## config.mk

```make
export PLATFORM = sky130hd
export DESIGN_NAME = cdb_arbiter
export DESIGN_NICKNAME = d
export VERILOG_FILES = /design/src/rtl/cdb_arbiter_pkg.sv /design/src/rtl/cdb_arbiter_chk.sv /design/src/rtl/cdb_src_fifo.sv /design/src/rtl/cdb_arbiter.sv
export SDC_FILE = /design/constraint.sdc
export NUM_CORES = 1
export LEC_CHECK = 0
export CAP_MARGIN = 15
export CORE_MARGIN = 2
export CORE_UTILIZATION = 40
export DETAILED_ROUTE_END_ITERATION = 8
export PLACE_DENSITY = 0.7
export SLEW_MARGIN = 20
export SYNTH_ARGS = -nofsm -noshare
export SYNTH_HDL_FRONTEND = slang
export SYNTH_SLANG_ARGS = --single-unit
```

## constraint.sdc

```tcl
create_clock -name clk_in -period 9.7 [get_ports clk_in]
set_input_delay 1.94 -clock clk_in [delete_from_list [all_inputs] [get_ports clk_in]]
set_output_delay 1.94 -clock clk_in [all_outputs]
set_load 0.1 [all_outputs]
```

## src/rtl/cdb_arbiter_pkg.sv

```systemverilog
// Shared constants for the common-data-bus arbiter: default geometry, the null
// ROB tag that consumers never match, and the producer index assignment.
package cdb_arbiter_pkg;

  localparam int CDB_NUM_SRC    = 3;
  localparam int CDB_DEPTH      = 2;
  localparam int CDB_ENTRY_W    = 6;
  localparam int CDB_ENTRY_NULL = 0;

  localparam int CDB_SRC_ALU    = 0;
  localparam int CDB_SRC_LSB    = 1;
  localparam int CDB_SRC_SPARE  = 2;

  // Candidate index examined at search step 'off' when the last winner was 'last'.
  function automatic int rr_index(input int last, input int off, input int n);
    return (last + 1 + off) % n;
  endfunction

endpackage

```

## src/rtl/cdb_arbiter_chk.sv

```systemverilog
// Simulation-time protocol and occupancy checks for the CDB arbiter.
module cdb_arbiter_chk #(
  parameter int NUM_SRC = 3,
  parameter int DEPTH   = 2,
  parameter int ENTRY_W = 6,
  parameter int CNT_W   = 2
) (
  input logic                              clk_i,
  input logic                              rst_ni,
  input logic [NUM_SRC-1:0]                push_i,
  input logic [NUM_SRC*ENTRY_W-1:0]        entry_i,
  input logic [NUM_SRC-1:0]                full_i,
  input logic [NUM_SRC-1:0][CNT_W-1:0]     count_i
);
  import cdb_arbiter_pkg::*;

  localparam logic [ENTRY_W-1:0] NULL_TAG = ENTRY_W'(CDB_ENTRY_NULL);

  // A pushed result must carry a real ROB tag; full flag must track the count.
  always_ff @(posedge clk_i) begin
    if (rst_ni) begin
      for (int i = 0; i < NUM_SRC; i++) begin
        if (push_i[i]) begin
          assert (entry_i[i*ENTRY_W +: ENTRY_W] != NULL_TAG)
            else $error("cdb_arbiter: source %0d pushed the null tag", i);
        end
        assert (count_i[i] <= CNT_W'(DEPTH))
          else $error("cdb_arbiter: source %0d count overflow", i);
        assert (full_i[i] == (count_i[i] == CNT_W'(DEPTH)))
          else $error("cdb_arbiter: source %0d full flag inconsistent", i);
      end
    end
  end

endmodule

```

## src/rtl/cdb_src_fifo.sv

```systemverilog
// Small per-producer result FIFO; flush empties it in one cycle and wins over
// any push or pop offered in the same cycle.
module cdb_src_fifo #(
  parameter int DEPTH = 2,
  parameter int WIDTH = 70,
  localparam int PTR_W = (DEPTH > 1) ? $clog2(DEPTH) : 1,
  localparam int CNT_W = $clog2(DEPTH + 1)
) (
  input  logic             clk_i,
  input  logic             rst_ni,
  input  logic             flush_i,
  input  logic             push_i,
  input  logic             pop_i,
  input  logic [WIDTH-1:0] din_i,
  output logic [WIDTH-1:0] dout_o,
  output logic             empty_o,
  output logic             full_o,
  output logic [CNT_W-1:0] count_o
);

  logic [WIDTH-1:0] mem_q [DEPTH];
  logic [PTR_W-1:0] wr_ptr_q, wr_ptr_d;
  logic [PTR_W-1:0] rd_ptr_q, rd_ptr_d;
  logic [CNT_W-1:0] count_q, count_d;

  // Pointer and occupancy next-state; pointers wrap naturally (power-of-2 depth).
  always_comb begin
    wr_ptr_d = wr_ptr_q;
    rd_ptr_d = rd_ptr_q;
    count_d  = count_q;
    if (flush_i) begin
      wr_ptr_d = '0;
      rd_ptr_d = '0;
      count_d  = '0;
    end else begin
      if (push_i) begin
        wr_ptr_d = wr_ptr_q + PTR_W'(1);
      end else begin
        wr_ptr_d = wr_ptr_q;
      end
      if (pop_i) begin
        rd_ptr_d = rd_ptr_q + PTR_W'(1);
      end else begin
        rd_ptr_d = rd_ptr_q;
      end
      if (push_i && !pop_i) begin
        count_d = count_q + CNT_W'(1);
      end else if (!push_i && pop_i) begin
        count_d = count_q - CNT_W'(1);
      end else begin
        count_d = count_q;
      end
    end
  end

  // Pointer and occupancy registers.
  always_ff @(posedge clk_i) begin
    if (!rst_ni) begin
      wr_ptr_q <= '0;
      rd_ptr_q <= '0;
      count_q  <= '0;
    end else begin
      wr_ptr_q <= wr_ptr_d;
      rd_ptr_q <= rd_ptr_d;
      count_q  <= count_d;
    end
  end

  // Storage; a flushed push is dropped so no stale data is written.
  always_ff @(posedge clk_i) begin
    if (!rst_ni) begin
      for (int k = 0; k < DEPTH; k++) begin
        mem_q[k] <= '0;
      end
    end else if (push_i && !flush_i) begin
      mem_q[wr_ptr_q] <= din_i;
    end
  end

  assign dout_o  = mem_q[rd_ptr_q];
  assign empty_o = (count_q == CNT_W'(0));
  assign full_o  = (count_q == CNT_W'(DEPTH));
  assign count_o = count_q;

endmodule

```

## src/rtl/cdb_arbiter.sv

```systemverilog
// Common-data-bus arbiter: one FIFO per producer, rotating-priority grant that
// drains one FIFO head per cycle onto the broadcast bus.
module cdb_arbiter
  import cdb_arbiter_pkg::*;
#(
  parameter int NUM_SRC = CDB_NUM_SRC,
  parameter int DEPTH   = CDB_DEPTH,
  parameter int ENTRY_W = CDB_ENTRY_W,
  localparam int SRC_W  = (NUM_SRC > 1) ? $clog2(NUM_SRC) : 1
) (
  input  logic                       clk_in,
  input  logic                       rst_in,
  input  logic                       rdy_in,
  input  logic                       roll_back,
  input  logic [NUM_SRC-1:0]         src_valid,
  input  logic [NUM_SRC*ENTRY_W-1:0] src_entry,
  input  logic [NUM_SRC*32-1:0]      src_value,
  input  logic [NUM_SRC*32-1:0]      src_pc,
  output logic [NUM_SRC-1:0]         src_ready,
  output logic                       cdb_valid,
  output logic [SRC_W-1:0]           cdb_src,
  output logic [ENTRY_W-1:0]         cdb_entry,
  output logic [31:0]                cdb_value,
  output logic [31:0]                cdb_pc
);

  localparam int ITEM_W = ENTRY_W + 64;
  localparam int CNT_W  = $clog2(DEPTH + 1);
  localparam logic [ENTRY_W-1:0] NULL_TAG = ENTRY_W'(CDB_ENTRY_NULL);
  localparam logic [SRC_W-1:0]   LAST_RST = SRC_W'(NUM_SRC - 1);

  logic [NUM_SRC-1:0]              push_s, pop_s, empty_s, full_s;
  logic [NUM_SRC-1:0][ITEM_W-1:0]  head_s;
  logic [NUM_SRC-1:0][CNT_W-1:0]   count_s;
  logic [SRC_W-1:0]                last_grant_q, last_grant_d;
  logic [SRC_W-1:0]                grant_s;
  logic                            grant_vld_s;
  logic [ITEM_W-1:0]               win_item_s;

  // Ready depends only on registered fullness, never on src_valid.
  for (genvar i = 0; i < NUM_SRC; i++) begin : g_src
    assign src_ready[i] = rdy_in & ~full_s[i];
    assign push_s[i]    = rdy_in & src_valid[i] & ~full_s[i] & ~roll_back;
    assign pop_s[i]     = cdb_valid & (grant_s == SRC_W'(i));

    cdb_src_fifo #(
      .DEPTH (DEPTH),
      .WIDTH (ITEM_W)
    ) u_fifo (
      .clk_i   (clk_in),
      .rst_ni  (rst_in),
      .flush_i (roll_back),
      .push_i  (push_s[i]),
      .pop_i   (pop_s[i]),
      .din_i   ({src_entry[i*ENTRY_W +: ENTRY_W], src_value[i*32 +: 32], src_pc[i*32 +: 32]}),
      .dout_o  (head_s[i]),
      .empty_o (empty_s[i]),
      .full_o  (full_s[i]),
      .count_o (count_s[i])
    );
  end

  // Rotating-priority search starting just after the previous winner.
  always_comb begin
    grant_vld_s = 1'b0;
    grant_s     = '0;
    for (int off = 0; off < NUM_SRC; off++) begin
      for (int j = 0; j < NUM_SRC; j++) begin
        if (!grant_vld_s && !empty_s[j] &&
            (j == rr_index(int'(last_grant_q), off, NUM_SRC))) begin
          grant_vld_s = 1'b1;
          grant_s     = SRC_W'(j);
        end else begin
          grant_vld_s = grant_vld_s;
        end
      end
    end
  end

  // Winner head selection.
  always_comb begin
    win_item_s = '0;
    for (int j = 0; j < NUM_SRC; j++) begin
      if (grant_s == SRC_W'(j)) begin
        win_item_s = head_s[j];
      end else begin
        win_item_s = win_item_s;
      end
    end
  end

  // Broadcast bus; idle cycles drive the null tag so consumers never wake on stale data.
  always_comb begin
    cdb_valid = rdy_in & grant_vld_s;
    if (cdb_valid) begin
      cdb_src   = grant_s;
      cdb_entry = win_item_s[ITEM_W-1 -: ENTRY_W];
      cdb_value = win_item_s[63:32];
      cdb_pc    = win_item_s[31:0];
    end else begin
      cdb_src   = SRC_W'(CDB_SRC_ALU);
      cdb_entry = NULL_TAG;
      cdb_value = 32'd0;
      cdb_pc    = 32'd0;
    end
  end

  // Last-winner next state: a flush restarts the rotation like reset does.
  always_comb begin
    if (roll_back) begin
      last_grant_d = LAST_RST;
    end else if (cdb_valid) begin
      last_grant_d = grant_s;
    end else begin
      last_grant_d = last_grant_q;
    end
  end

  // Last-winner register.
  always_ff @(posedge clk_in) begin
    if (!rst_in) begin
      last_grant_q <= LAST_RST;
    end else begin
      last_grant_q <= last_grant_d;
    end
  end

  cdb_arbiter_chk #(
    .NUM_SRC (NUM_SRC),
    .DEPTH   (DEPTH),
    .ENTRY_W (ENTRY_W),
    .CNT_W   (CNT_W)
  ) u_chk (
    .clk_i   (clk_in),
    .rst_ni  (rst_in),
    .push_i  (push_s),
    .entry_i (src_entry),
    .full_i  (full_s),
    .count_i (count_s)
  );

endmodule

```

; Word level (Yosys, flattened, before mapping)
; Memories as Yosys holds them, arrays and structs flattened. A register that Yosys moved wholly into a read port is not among the register bits.
; Cells that the tools add are included.
[classes]
eq_ne = 11
n_lt_le_gt_ge = 0
bitwise_logic = 21
n_addsub = 15
n_reduce_logical = 58
mux = 55
n_shift = 0
mul = 0
div = 3
[op_table]
columns = cell, n
row1 = $mux W70, 6
row2 = $reduce_or A70 Y1, 3
row3 = $eq A2 B32 Y1 const A, 3
row4 = $eq A3 B32 Y1 const A, 3
row5 = $logic_not A32 Y1, 3
row6 = $mod A32 B3 Y32 const B, 3
row7 = $mux W32, 2
row8 = $add A32 B2 Y32 const B, 1
row9 = $mux W1, 32
row10 = $mux W2, 14
row11 = $logic_and A1 B1 Y1, 26
row12 = $logic_not A1 Y1, 18
row13 = $and A1 B1 Y1, 16
row14 = $eq A2 B2 Y1 const B, 4
row15 = $logic_not A2 Y1, 4
row16 = $add A1 B1 Y1 const B, 6
row17 = $add A2 B1 Y2 const B, 3
row18 = $mux W6, 1
row19 = $reduce_bool A2 Y1, 3
row20 = $sub A2 B1 Y2 const B, 3
row21 = $not A1 Y1, 5
row22 = $add A3 B2 Y4 const B, 1
row23 = $add A2 B1 Y3 const B, 1
row24 = $eq A2 B1 Y1 const B, 1
row25 = $reduce_or A2 Y1, 1
[totals]
n_memories = 3
ff_bits = 14
wordCells = 176
mem_bits_ro = 0
ramBits = 420
output_inout_bits = 76
latch_bits = 0
inputBits = 217
[mem_list]
columns = memory, words, word_bits, read_ports, rd_clocked_by_memory_dff, wr, line_no
row1 = g_src[0].u_fifo.mem_q, 2, 70, 1, 1, 2, cdb_src_fifo.sv:21  ; logic [WIDTH-1:0] mem_q [DEPTH];
row2 = g_src[1].u_fifo.mem_q, 2, 70, 1, 1, 2, cdb_src_fifo.sv:21
row3 = g_src[2].u_fifo.mem_q, 2, 70, 1, 1, 2, cdb_src_fifo.sv:21

; Longest topological paths before layout
; Gate-level depths: netlist of the first run.
[depth]
depth_word = 42
mapped_depth = 12
mapped_depth_nobuf = 10

; By module
; Synthesis of the first run repeated with hierarchy kept, for this count alone.
[hier_totals]
cells_unflattened = 1600
hier_area_um2 = 21087.7
[by_module_without_submodules]
columns = module, n_inst, seq_area_each_um2, area_each_um2, cells_each
row1 = cdb_src_fifo, 3, 4304.1, 6396.1, 416
row2 = cdb_arbiter, 1, 40.0, 1899.3, 352

; Worst setup path after synthesis of the first run
; Ideal clock, no wire load.
[synth_path]
path_kind = input to register
from = input port rdy_in
to = memory g_src[2].u_fifo.mem_q[0][0] (enable)
t_required_ns = 9.098
stages = 4
path_slack_ns = -0.112
setup_time_ns = 0.602
arrival_ns = 9.210
n_path_buf = 0
path_cell_list = inv_1 > a21oi_1 > nand2_1 > o31ai_1
[synth_lines]
columns = element, line_no
row1 = from (decl), cdb_arbiter.sv:13  ; input logic rdy_in,
row2 = to (decl), cdb_src_fifo.sv:21

; Worst setup path after layout of the first run
[layout_path]
from = input port rdy_in
to = output port cdb_src[0]
[layout_via]
elab_chain_len = 2
[layout_rtl]
columns = element, line_no
row1 = $and A1 B1 Y1, cdb_arbiter.sv:94  ; cdb_valid = rdy_in & grant_vld_s;
row2 = $mux W2, cdb_arbiter.sv:95  ; if (cdb_valid) begin
row3 = to (decl), cdb_arbiter.sv:21  ; output logic [SRC_W-1:0] cdb_src,
; Every way passes these cells.

==> flow_results.org, run 1 <==
** Outcome
- The run finished with clean final reports.

** Synth
- Post-synthesis share of cell area spent on full adders, half adders and majority gates :: 0.3047%
- Counting flops with an async set or reset pin after synthesis yields a share of 0%.
- Yosys cell types :: 46
- A synthesized cell averages 13.70 um^2.
- Synthesis handed over a netlist of 1499 instances.
- Sequential fraction of the synthesis area :: 63.09%
- Synthesized Nets :: 1721
- Share of the synthesized area in compound gates (AO/OA/AOI/OAI) :: 6.368%
- Netlist area before placement :: 20530 um^2
- Number of synthesis warnings :: 0
- For this run, the leading register cell type out of synthesis is edfxtp_1.
- After synthesis, the largest family of logic cells by area is simple AND/OR/NAND/NOR gates.
- Number of enable-type register cells in the synthesized netlist :: 420
- Of the post-synthesis cell area, the part taken by muxes is 11.52%.
- Counting flops and latches in the post-synthesis netlist gives 437.
- The synthesized netlist devotes 15.41% of its cell area to simple gates.
- Synth Area in XOR/XNOR :: 0.4693%

** Clock tree
- At the later pin of the worst-skew pair, clock insertion delay measures 0.58 ns.
- Buffers inserted to repair hold after CTS numbered 0.
- The clock passes through at most 3 buffers.
- Cell at the root of the clock tree :: clkbuf_16
- Buffers inserted during clock tree synthesis total 47.
- Post-CTS repair changed the size of 0 cells.
- Number of H-tree levels :: 2
- TritonCTS built the clock tree.
- The clock drives 437 sinks.
- Setup Fix Bufs, Post-CTS :: 0
- After clock tree synthesis, the clock-pin slew on the worst setup and hold paths is 0.06 ns.

** Worst setup path
- Setup slack of the most critical reg-to-reg path :: 6.18 ns
- STA classifies the critical path endpoint as a primary output.
- Startpoint Class :: primary input
- Reg2Reg Launch Point :: last_grant_q[0]
- Critical path fanouts, max :: 49
- The worst register-to-register path has a depth of 9.
- By startpoint and endpoint, the worst setup path is classified as primary input to primary output.
- Data arrives at the worst endpoint at 5.38 ns.
- The worst register-to-register path ends at g_src[0].u_fifo.count_o[1].
- Worst Path Required :: 7.76 ns

** Timing
- At the pin with the least slew margin, the transition time is 1.139 ns.
- After layout, the worst setup slack is 2.383 ns.
- Setup repair after global routing left no endpoint under its margin.
- Period utilisation layout :: 75.44%
- Summed over all failing endpoints, the final setup total negative slack is 0 ns.
- Between clock sinks in the finished design, the worst skew comes to 0.01608 ns.
- Highest Clock Rate :: 0.1367 GHz
- The number of hold-slack violations in the final timing report was 0.
- In this run the tightest slew margin relative to its limit is 24.06%.
- Final setup violation count :: 0
- Time the worst path needs with I/O delays and setup :: 7.317 ns
- Final Max Tran Viols :: 0

** Floorplan
- Effective utilization at floorplan :: 40.26%
- The die is 230.6 um wide.
- In this run the count of I/O pins placed on the die edge is 293.
- After floorplanning, the core was divided into 83 placement rows.
- Die ar. :: 53160 um^2
- In this run the standard cell core region covers 50990 um^2.
- Die Ht :: 230.6 um

** Power
- Power density over the cells :: 174.7 nW/um^2
- Relative contribution of sequential cells to total power :: 48.9%
- Switching power summed over all nets :: 1.090 mW
- Cell internal power was estimated by the tool at 3.382 mW.
- Across the VDD grid, the largest voltage drop is 121.4 uV.
- Combinational cells account for 11.9% of the total power.
- The analysis attributes to cell leakage a power of 9.524 nW.
- Net switching is 24.36% of the power.
- Clock power frac :: 39.2%

** Run
- Number of max-cap violations :: 0

** Detailed routing
- Dividing the detail-routed wire length by the instance count gives 22.81 um.
- Across all layers, the routed design uses 13198 vias.
- # DRC :: 0
- For this block, the initial DRC count from the detailed router was 836.
- Residual antenna-violating net count after detailed routing :: 0
- Using the TritonRoute via totals, the vias-per-cell ratio works out to 5.361.
- Length of the first detailed-routing pass in iterations :: 5
- The final layout contains routed wiring with a total length of 56170 um.

** Min path
- Class of the most critical hold timing path :: flip-flop to flip-flop
- End point of the most critical hold path :: g_src[1].u_fifo.rd_ptr_q
- The worst hold path passes through 2 cells.
- In this run the most critical hold path is launched from g_src[1].u_fifo.rd_ptr_q.

** Final layout
- Area added between synthesis and finish :: 24.65%
- The post-route netlist has 12.08% of its cells at a drive strength greater than 1.
- Final Util :: 50.19%
- Filler cell count in the final layout :: 4360
- Design area :: 25590 um^2
- Post-layout nets :: 1966

** Placement
- Timing analysis after detailed placement gives a worst setup slack of 2.411 ns.
- During placement, the flow inserted port buffers numbering 292.
- Placer Congestion :: 0.7787
- In this run the cell area measured after placement is 24110 um^2.
- Detailed placement finished with a half-perimeter wire length of 33030 um.

** GRT
- Across every metal layer, demand over resource in global routing totals 21.13%.
- Total grt overflow :: 0
- The first global-routing pass estimated 84180 um of wire.
- Entering global routing, the biggest net connects 93 pins.
- The via count of the first global-routing pass is 13732.
- The initial antenna violation count was 8.
## registers in the layout, summed over array words and instances (netlist names), named ones only
signal                 cells
g_src.u_fifo.wr_ptr_q      3
g_src.u_fifo.rd_ptr_q      3
last_grant_q               2
g_src.u_fifo.count_o       6
g_src.u_fifo.mem_q       420
## worst max path at each step
stage / startpoint / endpoint / slack [ns] / cells after the start
2_1_floorplan: rdy_in / g_src[2].u_fifo.mem_q[1][0] / 0.09 / 4
3_5_place_dp: rdy_in / cdb_src[0] / 2.41 / 7
3_3_place_gp: rdy_in / cdb_src[0] / 2.52 / 7
6_report: rdy_in / cdb_src[0] / 2.38 / 7
5_1_grt: rdy_in / cdb_src[0] / 2.19 / 7
4_1_cts: rdy_in / cdb_src[0] / 2.39 / 7
## kinds of logic after synthesis
| kind of cell | count (synthesis) |
|---|---|
| AND/OR/NAND/NOR | 512 |
| flip-flops | 437 |
| multiplexers | 208 |
| AO/OA/AOI/OAI | 196 |
| buffers and inverters | 130 |
| XOR/XNOR | 11 |
| adder cells (fa/ha/maj) | 5 |
## critical path, stage by stage
cell and delay, ns:
clkdlybuf4s50_1 0.56, o31ai_1 0.13, a21o_1 0.20, inv_2 0.81, o211ai_1 0.41, inv_1 0.14
clkdlybuf4s50_1 1.17
## final cells by class
cell class / count / area (um^2) / area share [%]
multi-input combinational: 932 / 7123 / 27.83
sequential: 437 / 12970 / 50.68
tap: 680 / 850.8 / 3.325
inverter: 9 / 33.78 / 0.1320
antenna: 2 / 5.005 / 0.01956
clock inverter: 23 / 247.7 / 0.9680
clock buffer: 62 / 1232 / 4.816
timing repair buffer: 317 / 3128 / 12.22
## cells in the final DEF (no fill, tap or decap), types with 47 or more instances in the layout
cell	n
mux2i_1	116
a21oi_1	55
edfxtp_1	420
a211oi_1	48
and3_1	140
clkdlybuf4s50_1	291
nor2b_1	50
and2_1	280
clkbuf_16	47
mux2_2	47
## through the flow
| stage | instances | hold slack (ns) | power, mW |
|---|---|---|---|
| CTS | 2460 | 0.5056 | 4.516 |
| global placement | 2374 | 0.4768 | 2.748 |
| floorplan | 1499 | 0.4536 | 2.545 |
| detailed placement | 2375 | 0.4912 | 2.763 |
| global route | 2461 | 0.5373 | 4.615 |
| finish | 2462 | 0.5045 | 4.472 |
## cells in the mapped netlist (2+ instances only)
cell / n / share of area (%)
and2_1: 280 / 8.5
ha_1: 5 / 0.30
a211oi_1: 48 / 1.8
mux2i_1: 116 / 5.7
nor2_1: 18 / 0.33
buf_2: 15 / 0.37
or3_1: 4 / 0.12
buf_6: 6 / 0.33
dfxtp_1: 17 / 1.7
mux2_2: 47 / 2.6
nor2b_1: 50 / 1.5
mux2_4: 45 / 3.3
nor3_1: 2 / 0.049
buf_8: 2 / 0.15
o21a_1: 2 / 0.073
clkbuf_1: 95 / 1.7
o21ai_0: 22 / 0.54
o32ai_2: 6 / 0.48
o32ai_1: 18 / 0.77
o21ai_1: 32 / 0.78
and3_1: 140 / 4.3
nand2b_1: 3 / 0.091
edfxtp_1: 420 / 61
inv_1: 9 / 0.16
o31ai_1: 4 / 0.15
a21bo_2: 2 / 0.098
nand2_1: 7 / 0.13
buf_4: 2 / 0.073
xor2_1: 11 / 0.47
a21oi_1: 55 / 1.3
## power groups by stage
stage	combinational [mW]	sequential (mW)	clock, mW
after global routing	0.562	2.20	1.85
after global placement	0.524	2.22	0
after detailed placement	0.534	2.23	0
after floorplan	0.329	2.22	0
after CTS	0.536	2.19	1.79
final	0.531	2.19	1.75
## metal layers
| layer | share of wire (%) | wire length [um] | track usage, % | vias up |
|---|---|---|---|---|
| met2 | 49 | 27280 | 35.61 | 405 |
| met1 | 42 | 23660 | 27.32 | 6660 |
| met4 | 2.1 | 1205 | 5.484 | 12 |
| met3 | 7.0 | 3947 | 5.114 | 93 |
| met5 | 0.14 | 76 | 0 | - |
| li1 | - | - | - | 6028 |
(Power assumes the default switching activity.)
==> inputs of run 2 (changes only) <==
Settings changed: PLACE_DENSITY 0.7 to 0.72.
Clock period 9.7 ns to 6.7 ns, I/O delays scaled along.
==> run 2 against run 1 <==
Against the previous run: setup slack lost 1.3 ns; clock skew grew 0.0027 ns; die area is the same; non-clock buffer count up 6; worst hold slack got worse by 0.013 ns; cell count grew 0.32%; via count about the same; design area rose by 0.41%; clock power increased by 59%; routed wire length grew 3.8%; largest power group unchanged.
==> flow_results.org, run 2 (synthesized netlist as in run 1, its figures left out) <==
** Floorplan
- The die area is 53160 um^2 (unchanged).
- Row count :: 83 (unchanged)
- Number of I/O pins :: 293 (unchanged)
- Effective utilization at floorplan :: 40.26% (unchanged)
- The die height was 230.6 um (unchanged).
- The placeable core region came to 50990 um^2 (unchanged).
- Width of the die :: 230.6 um (unchanged)

** Final layout
- The library cell used most frequently in the layout, excluding fill and tap cells, is edfxtp_1.
- Fraction of layout instances using a drive strength above 1 :: 16.05% (+4.0 points)
- Post-layout nets :: 1973 (+0.36%)
- Area added between synthesis and finish :: 25.16%
- Design area :: 25700 um^2 (+0.41%)
- The multi-input logic area is 7128 um^2 (about the same).
- The flip-flop count of the largest register after layout came to 420 (unchanged).
- The area taken by flip-flops and latches was 12970 um^2 (unchanged).
- The count of filler cells inserted in the layout was 4286 (-1.7%).
- The top cell types in the final layout, fill and taps aside, are 420 x edfxtp_1, 280 x and2_1, 235 x clkdlybuf4s50_1.
- Register with the most flip-flops :: g_src.u_fifo.mem_q

** Timing
- The slew of the pin with the lowest slew margin is 1.094 ns (-0.04523 ns).
- For this run, the top clock speed supported by timing is 0.1785 GHz.
- The worst slew margin relative to its limit was 26.85% (+2.8 points).
- Final hold violation count :: 0 (unchanged)
- The number of endpoints failing setup at the final stage was 0 (unchanged).
- Final Max Tran Viols :: 0 (unchanged)
- Time the worst path needs with I/O delays and setup :: 5.602 ns
- The final sum of negative setup slack was 0 ns (unchanged).
- Final clock skew :: 0.01877 ns (+0.002684 ns)
- RSZ-0062 raised after global routing :: no
- Period utilisation layout :: 83.62%

** Outcome
- The flow ran to the end, and the final reports show no timing, DRC or antenna violations.

** Worst setup path
- The worst register-to-register path begins at last_grant_q[0].
- Cell Chain, Critical Path :: inv_1, ha_1, nor2b_1, o21ai_4, buf_4, a211oi_1, o32ai_1, buf_4
- Critical path fanouts, max :: 27 (-45%)
- Category of the most critical setup path :: flip-flop to primary output
- Highest cell delay on the worst timing path :: 0.86 ns (-0.31 ns)
- Cell repeated most along the worst path :: buf_4
- The required time at the worst-slack endpoint was 5.36 ns (-2.40 ns).
- On the critical path, the stage with the largest delay is an instance of o21ai_4.
- Number of cells on the worst reg-to-reg path :: 9 (unchanged)
- Setup slack of the most critical reg-to-reg path :: 3.22 ns (-2.96 ns)
- Family with the most delay on the worst path :: compound AO/OA/AOI/OAI gates
- The worst setup path is launched from a flip-flop.
- Worst path bufs/invs :: 3 (-1)
- Worst Path Arrival :: 4.26 ns (-1.12 ns)
- Kind of end point of the critical path :: primary output
- R2r endpoint :: g_src[0].u_fifo.count_o[1]

** Min path
- Worst hold path depth :: 2 (unchanged)
- The path class of the tightest hold or removal check is flip-flop to flip-flop.
- The worst hold path terminates at last_grant_q[0].
- Critical hold path startpoint :: last_grant_q[0]

** Placement
- The routability congestion estimate is 0.7971 (+2.4%).
- Post-detailed-placement cell area :: 24010 um^2 (-0.39%)
- Count of buffers inserted at the top-level ports :: 292 (unchanged)
- The HPWL reported at the end of detailed placement was 34560 um (+4.6%).

** Detailed routing
- The wire length reported by the detailed router came to 58320 um (+3.8%).
- # DRC :: 0 (unchanged)
- DRC violation total after the first TritonRoute iteration :: 920 (+10%)
- Length of the first detailed-routing pass in iterations :: 5 (unchanged)
- The via count normalized by instance count was 5.338 (-0.41%).
- The via count of the routed design is 13186 (-0.091%).
- Wirelength per Cell :: 23.61 um (+3.5%)
- Residual antenna-violating net count after detailed routing :: 0 (unchanged)

** Clock tree
- Cell at the root of the clock tree :: clkbuf_16
- Clock Sink Count :: 437 (unchanged)
- Hold buffer count at cts :: 0 (unchanged)
- Number of cells upsized or downsized after cts :: 0 (unchanged)
- Later-pin clock latency in the skew report :: 0.58 ns (about the same)
- Number of CTS-inserted buffers :: 48 (+2.1%)
- Maximum clock path buffer count :: 3 (unchanged)
- Clock-pin slew on the worst setup and hold paths :: 0.06 ns (about the same)
- Number of H-tree levels :: 2 (unchanged)
- TritonCTS built the clock tree.
- Setup Fix Bufs, Post-CTS :: 0 (unchanged)

** Run
- Number of max-cap violations :: 0 (unchanged)

** GRT
- The pin count of the biggest net entering global routing came to 75 (-19%).
- The total overflow reported by the global router is 0 (unchanged).
- Vias in the first global route :: 13768 (+0.26%)
- The initial antenna violation count came to 10 (+2).
- The first-pass GRT wire length was 86410 um (+2.6%).
- The total track usage came to 21.87% (+0.74 points).

** Power
- The maximum VDD drop was 183.9 uV (+52%).
- The total power divided by cell area was 261.7 nW/um^2 (+50%).
- The cell leakage power came to 9.755 nW (+2.4%).
run 2: how the worst max path moves through the flow:
stage / startpoint / to / cells after the start
after floorplan: rdy_in / g_src[2].u_fifo.mem_q[1][0] / 4
after global placement: rdy_in / cdb_entry[5] / 7
after detailed placement: rdy_in / cdb_pc[14] / 7
after CTS: last_grant_q[0] / cdb_pc[31] / 8
after global routing: last_grant_q[0] / cdb_pc[31] / 8
final: last_grant_q[0] / cdb_pc[31] / 8
run 2: final cells by class:
class                      count  share of cell area, %
sequential                   437                  50.48
multi-input combinational    932                  27.74
timing repair buffer         323                  11.91
clock buffer                  56                  4.874
tap                          680                  3.311
clock inverter                31                  1.534
inverter                       9                 0.1315
antenna                        2                0.01948
run 2: routing by layer:
| metal | track usage [%] | vias to the layer above | routed length (um) |
|---|---|---|---|
| li1 | - | 6064 | - |
| met1 | 27.76 | 6578 | 23730 |
| met2 | 37.24 | 415 | 28600 |
| met3 | 5.324 | 113 | 4523 |
| met4 | 6.129 | 16 | 1352 |
| met5 | 0 | - | 101 |
run 2: report_power, final:
part           internal, mW  switching [mW]  total [mW]
clock                  1.69            1.10        2.79
combinational         0.289           0.482       0.771
sequential             3.12          0.0481        3.16
total                  5.09            1.63        6.72
run 2: per-stage QoR:
stage | cells | setup slack, ns | total power [mW] | hold WS (ns) | util, %
after floorplan | 1499 | 0.8108 | 3.681 | 0.4536 | -
after global placement | 2378 | 1.364 | 3.979 | 0.4744 | 47.03
after detailed placement | 2380 | 1.346 | 3.998 | 0.4773 | 47.09
after CTS | 2467 | 1.092 | 6.782 | 0.4862 | 50.32
after global routing | 2468 | 0.9569 | 6.937 | 0.5022 | 50.39
final | 2470 | 1.098 | 6.725 | 0.4919 | 50.40
run 2: worst register-to-register path, cell delays in order, from the launching register on:
cell and delay, ns:
dfxtp_1 0.36, inv_1 0.05, ha_1 0.37, nor2b_1 0.22, o21ai_4 0.86, buf_4 0.55
nand2b_1 0.14, ha_1 0.34, or3_1 0.36, a21oi_1 0.14
